--- src/rtl/dmem_pkg.sv ---
// Shared types and defaults for the data-memory arbiter: address/data widths
// and the owner encoding that tags the read in flight.
package dmem_pkg;

  localparam int AW_DEF = 12;
  localparam int DW_DEF = 32;

  typedef enum logic [1:0] {
    OWN_NONE = 2'b00,
    OWN_P0   = 2'b01,
    OWN_P1   = 2'b10
  } owner_e;

  // An all-zero byte-enable vector means the access is a read.
  function automatic logic is_read(input logic [3:0] we);
    return (we == 4'h0);
  endfunction

endpackage : dmem_pkg

--- src/rtl/dmem_arbiter_if.sv ---
// Bundle of both requester ports and the memory port of dmem_arbiter.
// slave = the arbiter's view; master = the requesters and memory around it.
interface dmem_arbiter_if #(
  parameter int AW = 12,
  parameter int DW = 32
);

  logic          p0_req;
  logic [3:0]    p0_we;
  logic [AW-1:0] p0_addr;
  logic [DW-1:0] p0_wdata;
  logic          p0_gnt;
  logic          p0_rvalid;
  logic [DW-1:0] p0_rdata;

  logic          p1_req;
  logic [3:0]    p1_we;
  logic [AW-1:0] p1_addr;
  logic [DW-1:0] p1_wdata;
  logic          p1_gnt;
  logic          p1_rvalid;
  logic [DW-1:0] p1_rdata;

  logic          mem_cen;
  logic          mem_rd_en;
  logic [3:0]    mem_wr_en;
  logic [AW-1:0] mem_addr;
  logic [DW-1:0] mem_wdata;
  logic [DW-1:0] mem_rdata;

  modport slave (
    input  p0_req, p0_we, p0_addr, p0_wdata,
    output p0_gnt, p0_rvalid, p0_rdata,
    input  p1_req, p1_we, p1_addr, p1_wdata,
    output p1_gnt, p1_rvalid, p1_rdata,
    output mem_cen, mem_rd_en, mem_wr_en, mem_addr, mem_wdata,
    input  mem_rdata
  );

  modport master (
    output p0_req, p0_we, p0_addr, p0_wdata,
    input  p0_gnt, p0_rvalid, p0_rdata,
    output p1_req, p1_we, p1_addr, p1_wdata,
    input  p1_gnt, p1_rvalid, p1_rdata,
    input  mem_cen, mem_rd_en, mem_wr_en, mem_addr, mem_wdata,
    output mem_rdata
  );

endinterface : dmem_arbiter_if

--- src/rtl/dmem_arb_starve_ctr.sv ---
// Port-1 starvation counter: counts consecutive denied port-1 cycles and forces
// a port-1 grant at STARVE_LIMIT. Compiled only when DMEM_ARB_STARVE_EN is defined.
`ifdef DMEM_ARB_STARVE_EN
module dmem_arb_starve_ctr #(
  parameter int STARVE_LIMIT = 8
) (
  input  logic clock,
  input  logic reset_n,
  input  logic p1_req_i,
  input  logic p1_gnt_i,
  output logic force_o
);

  logic [7:0] cnt_q, cnt_d;

  always_comb begin
    cnt_d = cnt_q;
    if (!p1_req_i || p1_gnt_i) begin
      cnt_d = 8'd0;
    end else begin
      cnt_d = cnt_q + 8'd1;
    end
  end

  always_ff @(posedge clock or negedge reset_n) begin
    if (!reset_n) begin
      cnt_q <= 8'd0;
    end else begin
      cnt_q <= cnt_d;
    end
  end

  // Forcing the grant at the limit clears the count, so it never passes 255.
  assign force_o = (cnt_q == 8'(STARVE_LIMIT));

endmodule : dmem_arb_starve_ctr
`endif

--- src/rtl/dmem_arbiter.sv ---
// Two-port arbiter for the single-port data memory: port 0 has fixed priority,
// read data returns to the winner one cycle later. DMEM_ARB_STARVE_EN adds the port-1 guard.
module dmem_arbiter
  import dmem_pkg::*;
#(
  parameter int AW           = AW_DEF,
  parameter int DW           = DW_DEF,
  parameter int STARVE_LIMIT = 8
) (
  input  logic           clock,
  input  logic           reset_n,
  dmem_arbiter_if.slave  bus
);

  if (STARVE_LIMIT < 1 || STARVE_LIMIT > 255) begin : g_bad_limit
    $error("dmem_arbiter: STARVE_LIMIT must be in 1..255");
  end

  logic          p0_gnt, p1_gnt, p1_force;
  logic          cen, rd_en;
  logic [3:0]    wr_en;
  logic [AW-1:0] addr;
  logic [DW-1:0] wdata;
  owner_e        owner_q, owner_d;
  logic [DW-1:0] p0_hold_q, p1_hold_q;

`ifdef DMEM_ARB_STARVE_EN
  dmem_arb_starve_ctr #(
    .STARVE_LIMIT (STARVE_LIMIT)
  ) u_starve_ctr (
    .clock    (clock),
    .reset_n  (reset_n),
    .p1_req_i (bus.p1_req),
    .p1_gnt_i (p1_gnt),
    .force_o  (p1_force)
  );
`else
  assign p1_force = 1'b0;
`endif

  // NOTE: every output of this block gets a default first, so no path leaves it unassigned and no latch is inferred.
  always_comb begin
    p0_gnt  = 1'b0;
    p1_gnt  = 1'b0;
    cen     = 1'b0;
    rd_en   = 1'b0;
    wr_en   = 4'h0;
    addr    = '0;
    wdata   = '0;
    owner_d = OWN_NONE;

    if (p1_force && bus.p1_req) begin
      p1_gnt = 1'b1;
    end else if (bus.p0_req) begin
      p0_gnt = 1'b1;
    end else if (bus.p1_req) begin
      p1_gnt = 1'b1;
    end

    if (p0_gnt) begin
      cen     = 1'b1;
      rd_en   = is_read(bus.p0_we);
      wr_en   = bus.p0_we;
      addr    = bus.p0_addr;
      wdata   = bus.p0_wdata;
      owner_d = is_read(bus.p0_we) ? OWN_P0 : OWN_NONE;
    end else if (p1_gnt) begin
      cen     = 1'b1;
      rd_en   = is_read(bus.p1_we);
      wr_en   = bus.p1_we;
      addr    = bus.p1_addr;
      wdata   = bus.p1_wdata;
      owner_d = is_read(bus.p1_we) ? OWN_P1 : OWN_NONE;
    end
  end

  // NOTE: sequential state uses non-blocking assignments so all flops update together at the edge.
  always_ff @(posedge clock or negedge reset_n) begin
    if (!reset_n) begin
      owner_q   <= OWN_NONE;
      // NOTE: the hold registers are ordinary flops, not a memory array, so they are reset and rdata reads 0 out of reset.
      p0_hold_q <= '0;
      p1_hold_q <= '0;
    end else begin
      owner_q <= owner_d;
      if (owner_q == OWN_P0) p0_hold_q <= bus.mem_rdata;
      if (owner_q == OWN_P1) p1_hold_q <= bus.mem_rdata;
    end
  end

  assign bus.p0_gnt    = p0_gnt;
  assign bus.p1_gnt    = p1_gnt;
  assign bus.mem_cen   = cen;
  assign bus.mem_rd_en = rd_en;
  assign bus.mem_wr_en = wr_en;
  assign bus.mem_addr  = addr;
  assign bus.mem_wdata = wdata;

  // The returning word is shown in its valid cycle and held afterwards until the port's next read.
  assign bus.p0_rvalid = (owner_q == OWN_P0);
  assign bus.p1_rvalid = (owner_q == OWN_P1);
  assign bus.p0_rdata  = (owner_q == OWN_P0) ? bus.mem_rdata : p0_hold_q;
  assign bus.p1_rdata  = (owner_q == OWN_P1) ? bus.mem_rdata : p1_hold_q;

endmodule : dmem_arbiter

--- src/flat_wrapper.sv ---
// flat-port wrapper written by rule: the top's interface ports become plain ports
module dmem_arbiter_flat import dmem_pkg::*;
#(
  parameter int AW           = AW_DEF,
  parameter int DW           = DW_DEF,
  parameter int STARVE_LIMIT = 8
)
  (clock, reset_n, bus_p0_req, bus_p0_we, bus_p0_addr, bus_p0_wdata, bus_p0_gnt, bus_p0_rvalid, bus_p0_rdata, bus_p1_req, bus_p1_we, bus_p1_addr, bus_p1_wdata, bus_p1_gnt, bus_p1_rvalid, bus_p1_rdata, bus_mem_cen, bus_mem_rd_en, bus_mem_wr_en, bus_mem_addr, bus_mem_wdata, bus_mem_rdata);
  dmem_arbiter_if #(.AW(AW), .DW(DW)) bus_i ();
  input  logic clock;
  input  logic reset_n;
  input wire logic [$bits(bus_i.p0_req)-1:0] bus_p0_req;
  input wire logic [$bits(bus_i.p0_we)-1:0] bus_p0_we;
  input wire logic [$bits(bus_i.p0_addr)-1:0] bus_p0_addr;
  input wire logic [$bits(bus_i.p0_wdata)-1:0] bus_p0_wdata;
  output wire logic [$bits(bus_i.p0_gnt)-1:0] bus_p0_gnt;
  output wire logic [$bits(bus_i.p0_rvalid)-1:0] bus_p0_rvalid;
  output wire logic [$bits(bus_i.p0_rdata)-1:0] bus_p0_rdata;
  input wire logic [$bits(bus_i.p1_req)-1:0] bus_p1_req;
  input wire logic [$bits(bus_i.p1_we)-1:0] bus_p1_we;
  input wire logic [$bits(bus_i.p1_addr)-1:0] bus_p1_addr;
  input wire logic [$bits(bus_i.p1_wdata)-1:0] bus_p1_wdata;
  output wire logic [$bits(bus_i.p1_gnt)-1:0] bus_p1_gnt;
  output wire logic [$bits(bus_i.p1_rvalid)-1:0] bus_p1_rvalid;
  output wire logic [$bits(bus_i.p1_rdata)-1:0] bus_p1_rdata;
  output wire logic [$bits(bus_i.mem_cen)-1:0] bus_mem_cen;
  output wire logic [$bits(bus_i.mem_rd_en)-1:0] bus_mem_rd_en;
  output wire logic [$bits(bus_i.mem_wr_en)-1:0] bus_mem_wr_en;
  output wire logic [$bits(bus_i.mem_addr)-1:0] bus_mem_addr;
  output wire logic [$bits(bus_i.mem_wdata)-1:0] bus_mem_wdata;
  input wire logic [$bits(bus_i.mem_rdata)-1:0] bus_mem_rdata;
  assign bus_i.p0_req = bus_p0_req;
  assign bus_i.p0_we = bus_p0_we;
  assign bus_i.p0_addr = bus_p0_addr;
  assign bus_i.p0_wdata = bus_p0_wdata;
  assign bus_p0_gnt = bus_i.p0_gnt;
  assign bus_p0_rvalid = bus_i.p0_rvalid;
  assign bus_p0_rdata = bus_i.p0_rdata;
  assign bus_i.p1_req = bus_p1_req;
  assign bus_i.p1_we = bus_p1_we;
  assign bus_i.p1_addr = bus_p1_addr;
  assign bus_i.p1_wdata = bus_p1_wdata;
  assign bus_p1_gnt = bus_i.p1_gnt;
  assign bus_p1_rvalid = bus_i.p1_rvalid;
  assign bus_p1_rdata = bus_i.p1_rdata;
  assign bus_mem_cen = bus_i.mem_cen;
  assign bus_mem_rd_en = bus_i.mem_rd_en;
  assign bus_mem_wr_en = bus_i.mem_wr_en;
  assign bus_mem_addr = bus_i.mem_addr;
  assign bus_mem_wdata = bus_i.mem_wdata;
  assign bus_i.mem_rdata = bus_mem_rdata;
  dmem_arbiter #(.AW(AW), .DW(DW), .STARVE_LIMIT(STARVE_LIMIT)) u_core (.clock(clock), .reset_n(reset_n), .bus(bus_i));
endmodule
--- config.mk ---
export PLATFORM = sky130hd
export DESIGN_NAME = dmem_arbiter_flat
export DESIGN_NICKNAME = d
export VERILOG_FILES = /design/src/rtl/dmem_pkg.sv /design/src/rtl/dmem_arbiter_if.sv /design/src/rtl/dmem_arb_starve_ctr.sv /design/src/rtl/dmem_arbiter.sv /design/src/flat_wrapper.sv
export SDC_FILE = /design/constraint.sdc
export NUM_CORES = 1
export LEC_CHECK = 0
export ABC_AREA = 0
export BUFFER_PORTS_ARGS = -buffer_cell sky130_fd_sc_hd__buf_2
export CAP_MARGIN = 25
export CORE_ASPECT_RATIO = 0.9
export CORE_MARGIN = 8
export CORE_UTILIZATION = 25
export CTS_CLUSTER_DIAMETER = 50
export DETAILED_ROUTE_END_ITERATION = 7
export RECOVER_POWER = 25
export SLEW_MARGIN = 20
export SYNTH_ARGS = -nofsm -noshare
export SYNTH_HDL_FRONTEND = slang
export SYNTH_HIERARCHICAL = 1
export SYNTH_SLANG_ARGS = --single-unit
--- constraint.sdc ---
create_clock -name clock -period 1.7 [get_ports clock]
set_input_delay 0.17 -clock clock [delete_from_list [all_inputs] [get_ports clock]]
set_output_delay 0.17 -clock clock [all_outputs]
set_load 0.01 [all_outputs]
== After elaboration in Yosys (flattened, before gate mapping) ==
Index checks and enable logic that the tools add are counted.
Word-level totals
  output and inout bits: 118
  logic and storage cells: 26
  input bits: 132
  register bits: 66
Cells by class
  multiplexer cells: 19
  reductions and logical operators: 2
  eq/ne operators: 2
Operators with widths (count)
  32-bit two-way mux: 4
  12-bit two-way mux: 2
  4-bit zero test: 2
  1-bit two-way mux: 8
  4-bit two-way mux: 2
  2-bit two-way mux: 3
  2-bit by 1-bit == test with 1-bit output, second input constant: 1
  2-bit == test, second input constant: 1

== Longest topological paths before layout ==
Gate-level depths: netlist (run 1).
  depth after elaboration: 4
  depth in mapped cells: 5
  depth with buffers taken out: 3

== Worst setup path after synthesis (run 1) ==
Ideal clock, no wire load.
  path kind: flip-flop to output port
  start point: register u_core.owner_q[1]
  end point: output bus_p0_rdata[22]
  path buffers: 2
  setup slack: 0.429 ns
  arrival: 1.101 ns
  required time: 1.530 ns
  cell stages (with the launch flop): 5
  path through: dfrtp_1 > nor2b_1 > buf_4 > buf_6 > mux2_4
On the way
  longest elaborated chain between the ends: 2
Ends and longest elaborated chain
  start: declaration: line dmem_arbiter.sv:24  | owner_e owner_q, owner_d;
  start signal: assignment: line dmem_arbiter.sv:85  | owner_q <= owner_d;
  2-bit by 1-bit == test with 1-bit output
  net bus_p0_rvalid: line flat_wrapper.sv:17  | output wire logic [$bits(bus_i.p0_rvalid)-1:0] bus_p0_rvalid;
  32-bit two-way mux: line dmem_arbiter.sv:102  | assign bus.p0_rdata = (owner_q == OWN_P0) ? bus.mem_rdata : p0_hold_q;
  end: declaration: line flat_wrapper.sv:18  | output wire logic [$bits(bus_i.p0_rdata)-1:0] bus_p0_rdata;
The timed path passes the listed nets, and every way through them passes these cells.

== Worst setup path in the final report (run 1) ==
  start point: register u_core.owner_q[1]
  end point: output bus_p0_rdata[11]
On the way
  longest elaborated chain between the ends: 2
Ends and longest elaborated chain (line)
  2-bit by 1-bit == test with 1-bit output: dmem_arbiter.sv:102
  32-bit two-way mux: dmem_arbiter.sv:102
Every way passes these cells.

==> results of run 1 <==
==> layer usage <==
metal	track usage, %	up-vias	share of wire [%]	routed length (µm)
li1	-	1575	-	-
met1	14.8	1527	40	5140
met2	26.3	157	52	6720
met3	4.57	8	7.3	942
met4	4.45	0	0.95	123
met5	0	-	0	0
==> synth_stat cells, drive strengths merged <==
library cell / number / area (µm²)
nand2: 96 / 360
dfrtp: 66 / 1650
mux2: 64 / 938
o21ai: 48 / 240
buf: 16 / 131
clkbuf: 9 / 33.8
nand2b: 2 / 12.5
nor2b: 2 / 12.5
nor4: 2 / 12.5
or2: 2 / 12.5
and2: 1 / 6.26
inv: 1 / 3.75
==> layout make-up <==
cell class              count  area (µm²)
clock inverters             5        56.3
diodes                      1        2.50
flip-flops and latches     66        1650
inverters                   1        3.75
well taps                 168         210
clock buffers              10         229
repair buffers            284        1830
multi-input cells         217        1620
fillers                  1287        7760
==> worst paths after layout <==
kind,end,slack [ns]
min in group asynchronous,u_core/p1_hold_q[18],0.57
setup reg to reg,u_core/p0_hold_q[5],0.14
max in group asynchronous,u_core/p0_hold_q[6],0.53
setup / recovery,bus_p0_rdata[11],-0.12
hold / removal,u_core/p1_hold_q[23],0.10
hold reg to reg,u_core/p1_hold_q[8],0.49
==> repair_timing <==
action                                  4_1_cts  5_1_grt
buffers inserted                             11       10
resized for setup                            45        0
cloned                                        3        1
endpoints found under the setup margin       63       64
endpoints found under the hold margin        66        0
hold buffers                                  1        0
==> registers in the layout, indices dropped and copies added, names as in the netlist <==
signal            cells
u_core/owner_q        2
u_core/p1_hold_q     32
u_core/p0_hold_q     32
==> per-stage QoR <==
stage / util [%] / hold WS (ns)
6_report: 41.9 / 0.104
5_1_grt: 41.9 / 0.0981
4_1_cts: 41.2 / 0.0918
3_5_place_dp: 36.1 / 0.223
3_3_place_gp: 36.1 / 0.213
2_1_floorplan: - / -0.126
==> logic make-up (layout without fill, tap and decap cells) <==
logic type      count (synthesis)  in the layout  synth area share [%]
simple gates                  105            105                  12.2
flops                          66             66                  48.4
mux                            64             64                  27.5
compound gates                 48             48                  7.03
buf+inv                        26            300                  4.94
other cells                     0              1                     0
==> power by group through the flow <==
stage          registers (mW)  clock network (mW)  logic, mW
2_1_floorplan            2.00                   0      0.956
3_3_place_gp             2.02                   0       1.67
3_5_place_dp             2.04                   0       1.71
4_1_cts                  2.02                1.85       2.05
5_1_grt                  2.05                1.90       2.27
6_report                 2.02                1.78       2.11
==> impl_metrics.env, run 1 <==
export IMPL_die_w_um=139
export IMPL_netlist_instances=309
export IMPL_initial_core_util_pct=25.6
export IMPL_dp_slack_ns=0.164
export IMPL_internal_power_mw=4.26
export IMPL_ios=250
export IMPL_setup_worst_path_start_class="register"
export IMPL_path_buf_inv=3
export IMPL_slew_viol_final=0
export IMPL_synthesis_nets=441
export IMPL_cp_arrival_ns=1.65
export IMPL_routabilityCongestion=0.817
export IMPL_antenna_left=0
export IMPL_drt_wirelength_per_cell_um=17.2
export IMPL_grt_pass1_vias=3716
export IMPL_area_growth_pct=64.0
export IMPL_fp_dieH_um=127
export IMPL_drt_first_pass_iters=4
export IMPL_syn_area_um2=3420
export IMPL_r2r_start="u_core/owner_q[1]"
export IMPL_cp_required_ns=1.53
export IMPL_ys_seq_elements=66
export IMPL_final_period_utilization_pct=107
export IMPL_p_comb_share_pct=35.7
export IMPL_slowest_stage="dfrtp_1"
export IMPL_crit_chain="nor2b_4 -> buf_6 -> buf_16 -> mux2_4 -> buf_6"
export IMPL_synth_distinct_cells=15
export IMPL_cp_max_fo=8
export IMPL_placed_area_um2=4830
export IMPL_post_route_drc_count=0
export IMPL_dp_hpwl_um=9550
export IMPL_dpl_cell_count=711
export IMPL_netSwitchingPower_mw=1.65
export IMPL_path_common_cell="buf_6"
export IMPL_power_density_nw_per_um2=1050
export IMPL_ys_warn_count=6
export IMPL_vias=3267
export IMPL_slew_headroom_pct=42.2
export IMPL_violations="setup timing"
export IMPL_power_frac_seq_pct=34.2
export IMPL_design_core_area_um2=13400
export IMPL_die_area_um2=17700
export IMPL_ys_seq_area_share_pct=48.4
export IMPL_fin_ws_ns=-0.118
export IMPL_whs_path_depth=2
export IMPL_hold_violations=0
export IMPL_hold_class="in2reg"
export IMPL_swShare_pct=27.9
export IMPL_grt_remaining_overflow=0
export IMPL_max_cap_violations=0
export IMPL_cts_buffers=9
export IMPL_finalCriticalPeriod_ns=1.82
export IMPL_holdCritStartpoint="bus_mem_rdata[23]"
export IMPL_clk_latency_ns=0.33
export IMPL_rsz0062_at_grt="true"
export IMPL_vias_per_cell=4.34
export IMPL_tightestPinTransition_ns=0.867
export IMPL_layout_nets=711
export IMPL_peakVddDrop_uv=402
export IMPL_root_buffer="clkbuf_16"
export IMPL_clock_sinks=66
export IMPL_path_depth=5
export IMPL_grt_start_max_net_pins=46
export IMPL_clock_path_buffers=2
export IMPL_fin_setup_tns_ns=-5.81
export IMPL_portBuffers=249
export IMPL_r2r_cells=6
export IMPL_drtIter0Drc=102
export IMPL_final_area_um2=5600
export IMPL_rows=40
export IMPL_drive_gt1_share_pct=62.3
export IMPL_synth_area_per_cell_um2=11.1
export IMPL_cts_tree="done"
export IMPL_crit_family="buffers and inverters"
export IMPL_leakage_nw=3.04
export IMPL_mostFrequentLayoutCells="buf_2, nand2_1, dfrtp_1, mux2_4, o21ai_0"
export IMPL_outcome="complete, but fails checks"
export IMPL_track_usage_pct=14.1
export IMPL_critPathKind="reg2out"
export IMPL_fmax_mhz=550
export IMPL_slowest_delay_ns=0.42
export IMPL_layout_commonest_cell="buf_2"
export IMPL_clk_pin_slew_worst_paths_ns=0.06
export IMPL_antenna_found_initial=1
export IMPL_htree_num_levels=3
export IMPL_critPathLaunch="u_core/owner_q[1]"
export IMPL_grt_first_pass_wirelength_um=20000
export IMPL_pwr_share_clk_pct=30.1
export IMPL_worst_clock_skew_ns=0.00647
export IMPL_worst_setup_path_end_kind="output pin"
export IMPL_instances_no_fill=752
export IMPL_totalWireLength_um=12900
export IMPL_total_power_mw=5.90
export IMPL_setup_viol_count_final=64
Power figures use the tool's default switching activity.
==> inputs of run 2 (changes only) <==
Settings changed: CORE_MARGIN 8 to default.
Clock period 1.7 ns to 1.5 ns, I/O delays scaled along.
==> run 2 against run 1 <==
The flow finishes with violations (DRC, setup timing). Non-clock buffer count shrank 6. Sequential share of layout area increased by 0.45 points. Die area fell by 20%. Critical path depth unchanged. Sequential power rose by 13%. Combinational power grew 5%. Hold slack worse by 0.057 ns. Via count fell by 2.2%. Power rose by 12%. Cell area shrank 1.5%. Register-to-register slack got worse by 0.04 ns. Clock power grew 17%. Largest power group is now sequential cells. Highest routed layer unchanged.
==> impl_metrics.env, run 2 (synthesized netlist as in run 1, its figures left out) <==
export IMPL_routed_wl_met3_um=668
export IMPL_finalCriticalPeriod_ns=1.77
export IMPL_tightestPinTransition_ns=0.888
export IMPL_initial_core_util_pct=25.6
export IMPL_dp_hpwl_um=8170
export IMPL_wl_met1_um=4430
export IMPL_worst_setup_path_end_kind="output pin"
export IMPL_antenna_left=0
export IMPL_cts_tree="done"
export IMPL_portBuffers=249
export IMPL_clk_pin_slew_worst_paths_ns=0.05
export IMPL_htree_num_levels=3
export IMPL_grt_remaining_overflow=0
export IMPL_ios=250
export IMPL_vias_per_cell=4.28
export IMPL_grt_start_max_net_pins=67
export IMPL_totalWireLength_um=10800
export IMPL_outcome="complete, but fails checks"
export IMPL_antenna_found_initial=1
export IMPL_cts_buffers=9
export IMPL_root_buffer="clkbuf_16"
export IMPL_rsz0062_at_grt="true"
export IMPL_max_cap_violations=0
export IMPL_reg_top3="u_core/p0_hold_q: 32 flops, u_core/p1_hold_q: 32 flops, u_core/owner_q: 2 flops"
export IMPL_die_w_um=125
export IMPL_top_layer="met4"
export IMPL_fin_ws_ns=-0.271
export IMPL_instances_no_fill=747
export IMPL_rrSetupSlack_ns=0.10
export IMPL_post_route_drc_count=14
export IMPL_clock_path_buffers=2
export IMPL_setup_worst_path_start_class="register"
export IMPL_layout_commonest_cell="buf_2"
export IMPL_final_period_utilization_pct=118
export IMPL_die_area_um2=14100
export IMPL_grt_first_pass_wirelength_um=16100
export IMPL_dp_slack_ns=0.0341
export IMPL_drtIter0Drc=160
export IMPL_drt_first_pass_iters=8
export IMPL_hold_class="in2reg"
export IMPL_slew_headroom_pct=40.8
export IMPL_clock_sinks=66
export IMPL_routabilityCongestion=0.829
export IMPL_hold_violations=0
export IMPL_drt_wirelength_per_cell_um=14.5
export IMPL_critPathKind="reg2out"
export IMPL_cp_arrival_ns=1.62
export IMPL_clk_latency_ns=0.32
export IMPL_power_density_nw_per_um2=1190
export IMPL_peakVddDrop_uv=622
export IMPL_mostFrequentLayoutCells="buf_2, nand2_1, dfrtp_1, mux2_4, o21ai_0"
export IMPL_dpl_cell_count=715
export IMPL_setup_viol_count_final=65
export IMPL_fp_dieH_um=113
export IMPL_grt_pass1_vias=3089
export IMPL_fmax_mhz=565
export IMPL_vias=3196
export IMPL_routed_wl_met2_um=5590
export IMPL_layout_nets=705
export IMPL_slew_viol_final=0
export IMPL_track_usage_pct=14.5
export IMPL_drive_gt1_share_pct=62.1
export IMPL_area_growth_pct=61.5
export IMPL_violations="DRC, setup timing"
export IMPL_rows=40
export IMPL_cp_max_fo=6
export IMPL_cp_required_ns=1.35
export IMPL_leakage_nw=2.98
export IMPL_design_core_area_um2=13400
export IMPL_worst_clock_skew_ns=0.00553
-- run 2: worst paths after layout --
kind	depth (start not counted)	endpoint	start
max	5	bus_p0_rdata[26]	u_core/owner_q[1]
min	2	u_core/owner_q[0]	bus_p0_we[2]
max reg2reg	5	u_core/p0_hold_q[4]	u_core/owner_q[1]
min reg2reg	1	u_core/p1_hold_q[14]	u_core/p1_hold_q[14]
max in group asynchronous	3	u_core/p1_hold_q[23]	reset_n
min in group asynchronous	3	u_core/p0_hold_q[11]	reset_n
-- run 2: final cells by class --
| type | count | area [µm²] |
|---|---|---|
| fill | 1271 | 7850 |
| timing repair buffer | 278 | 1730 |
| sequential | 66 | 1650 |
| multi-input combinational | 217 | 1610 |
| clock buffer | 10 | 239 |
| tap | 168 | 210 |
| clock inverter | 6 | 66.3 |
| inverter | 1 | 3.75 |
| antenna | 1 | 2.50 |
-- run 2: stage by stage --
stage               setup TNS [ns]  instance area, µm²  hold WS, ns  utilization [%]  total power [mW]
floorplan                        0                3420       -0.146                -              3.35
global placement                 0                4860        0.195             36.4              4.15
detailed placement               0                4860        0.198             36.4              4.19
CTS                         -16.88                5250       0.0275             39.3              6.38
global route                -20.12                5520       0.0361             41.3              6.93
finish                      -15.68                5520       0.0468             41.3              6.58
-- run 2: where the power goes --
part / internal, mW / total, mW / leakage [nW] / switching (mW)
Clock: 1.33 / 2.09 / 0.141 / 0.759
Combinational: 1.26 / 2.21 / 2.05 / 0.944
Sequential: 2.17 / 2.29 / 0.793 / 0.119
-- run 2: layer usage --
metal / vias to the layer above / GRT usage [%]
li1: 1559 / -
met1: 1485 / 17.1
met2: 144 / 25.9
met3: 8 / 3.64
met4: 0 / 4.80
met5: - / 0
-- run 2: what timing repair did --
action                                  in CTS  in global routing
cloned                                       1                  2
hold buffers                                 1                  0
setup buffers                                3                  9
gates resized for setup                      6                 29
endpoints found under the hold margin       66                  0
endpoints found under the setup margin      64                 66
pin swaps                                    0                  0
-- run 2: critical path, stage by stage (launching register included) --
cell and delay, ns:
dfrtp_1 0.41, nor2b_4 0.15, buf_6 0.15, clkbuf_16 0.16, mux2_4 0.31, buf_6 0.12
==> inputs of run 3 (changes only) <==
Settings changed: CORE_UTILIZATION 25 to 35, PLACE_DENSITY from default to 0.74, SKIP_LAST_GASP from default to 1.
==> run 3 against run 2 <==
The run ends with setup timing left. Hold slack better by 0.026 ns. Cell area is 1.1% lower. Via count rose by 1.0%. First-iteration DRC count down 34%. Sequential share of layout area increased by 0.34 points. Cell count is 5.5% lower. Count of clock-buffer cells in the layout unchanged. Global-route usage increased by 3.9 points. Power is 5.1% lower. Setup slack got worse by 0.026 ns. Register-to-register slack got worse by 0.03 ns. Routed wire length shrank 1.8%. Largest cell class unchanged.
==> impl_metrics.env, run 3 (synthesized netlist as in run 1, its figures left out) <==
export IMPL_slowest_delay_ns=0.42
export IMPL_htree_num_levels=3
export IMPL_layout_commonest_cell="buf_2"
export IMPL_tightestPinTransition_ns=0.878
export IMPL_fillCellCount=749
export IMPL_rsz0062_at_grt="true"
export IMPL_cp_required_ns=1.35
export IMPL_dp_hpwl_um=7610
export IMPL_cts_buffers=9
export IMPL_busiest_layer="met2"
export IMPL_portBuffers=249
export IMPL_leakage_nw=3.00
export IMPL_ios=250
export IMPL_track_usage_pct=18.5
export IMPL_hold_class="in2reg"
export IMPL_mostFrequentLayoutCells="buf_2, nand2_1, dfrtp_1, mux2_4, o21ai_0"
export IMPL_cts_tree="done"
export IMPL_outcome="complete, but fails checks"
export IMPL_reg_top3="u_core/p0_hold_q: 32 flops, u_core/p1_hold_q: 32 flops, u_core/owner_q: 2 flops"
export IMPL_grt_remaining_overflow=0
export IMPL_area_growth_pct=59.7
export IMPL_cp_arrival_ns=1.65
export IMPL_rows=33
export IMPL_met1_usage_pct=22.0
export IMPL_crit_chain="nor2b_4 -> buf_12 -> clkbuf_16 -> mux2_4 -> buf_6"
export IMPL_drive_gt1_share_pct=62.7
export IMPL_design_core_area_um2=9290
export IMPL_routabilityCongestion=0.767
export IMPL_drtIter0Drc=106
export IMPL_clk_latency_ns=0.33
export IMPL_setup_viol_count_final=64
export IMPL_violations="setup timing"
export IMPL_power_density_nw_per_um2=1150
export IMPL_met2_usage_pct=32.5
export IMPL_setup_worst_path_start_class="register"
export IMPL_drt_first_pass_iters=4
export IMPL_fin_ws_ns=-0.297
export IMPL_grtUsageMet3_pct=5.82
export IMPL_vias=3229
export IMPL_peakVddDrop_uv=762
export IMPL_slew_headroom_pct=41.5
export IMPL_hold_violations=0
export IMPL_final_period_utilization_pct=120
export IMPL_grt_pass1_vias=2978
export IMPL_totalWireLength_um=10600
export IMPL_total_power_mw=6.25
export IMPL_critPathKind="reg2out"
export IMPL_grt_start_max_net_pins=67
export IMPL_clk_pin_slew_worst_paths_ns=0.07
export IMPL_grt_first_pass_wirelength_um=14500
export IMPL_root_buffer="clkbuf_8"
export IMPL_post_route_drc_count=0
export IMPL_worst_clock_skew_ns=0.00586
export IMPL_slew_viol_final=0
export IMPL_worst_setup_path_end_kind="output pin"
export IMPL_finalCriticalPeriod_ns=1.80
export IMPL_die_area_um2=10200
export IMPL_diodes=0
export IMPL_layout_nets=711
export IMPL_vias_per_cell=4.57
export IMPL_fp_dieH_um=95.7
export IMPL_die_w_um=106
export IMPL_slowest_stage="dfrtp_1"
export IMPL_max_cap_violations=0
export IMPL_cp_max_fo=6
export IMPL_antenna_found_initial=0
export IMPL_fmax_mhz=557
export IMPL_initial_core_util_pct=36.8
export IMPL_drt_wirelength_per_cell_um=15.0
export IMPL_clock_sinks=66
export IMPL_dp_slack_ns=0.0166
export IMPL_rrSetupSlack_ns=0.07
export IMPL_clock_path_buffers=2
export IMPL_antenna_left=0
export IMPL_utilization_pct=58.7
==> run 3: metrics by stage <==
step                instances  area, µm²  setup TNS (ns)  hold WS, ns
finish                    706       5450          -16.49       0.0727
global route              706       5450          -21.48       0.0584
CTS                       684       5040          -17.55       0.0445
detailed placement        667       4800               0        0.202
global placement          667       4800               0        0.190
floorplan                 309       3420               0       -0.146
==> run 3: critical path: cells and delay by family, from the launching register on <==
family | cells | cell delay (ns)
muxes | 1 | 0.32
buffers and inverters | 3 | 0.43
and+or+nand+nor | 1 | 0.14
DFF | 1 | 0.42
==> run 3: layer usage <==
layer,up-vias,part of all wire [%]
li1,1565,-
met4,0,1.1
met2,145,52
met5,-,0
met1,1509,40
met3,10,7.1
==> run 3: worst paths after layout <==
path	start	to	cells after the start
setup / recovery	u_core/owner_q[1]	bus_p0_rdata[30]	5
min in group asynchronous	reset_n	u_core/p0_hold_q[9]	3
setup reg to reg	u_core/owner_q[1]	u_core/p0_hold_q[30]	5
hold / removal	bus_mem_rdata[16]	u_core/p1_hold_q[16]	2
hold reg to reg	u_core/p0_hold_q[25]	u_core/p0_hold_q[25]	1
max in group asynchronous	reset_n	u_core/p0_hold_q[26]	3
==> run 3: area by class of cell <==
cell class	count	area (µm²)	area share, %
multi-input combinational	217	1620	29.6
tap	122	153	2.80
clock buffer	10	138	2.52
clock inverter	6	90.1	1.65
inverter	1	3.75	0.0688
timing repair buffer	284	1800	33.0
sequential	66	1650	30.3
==> run 3: timing repair <==
action                     CTS  global route
setup endpoints to repair   64            66
hold endpoints to repair    66             0
pin swaps                    0             0
setup buffers                0            18
hold buffers                 1             0
gates resized for setup      2            33
gates cloned                 0             4
==> run 3: power by group <==
group	switching (mW)	leakage, nW	total [mW]	internal [mW]
Combinational	0.976	2.09	2.31	1.34
Sequential	0.126	0.793	2.29	2.17
Clock	0.661	0.112	1.64	0.983
Total	1.76	3.00	6.25	4.48
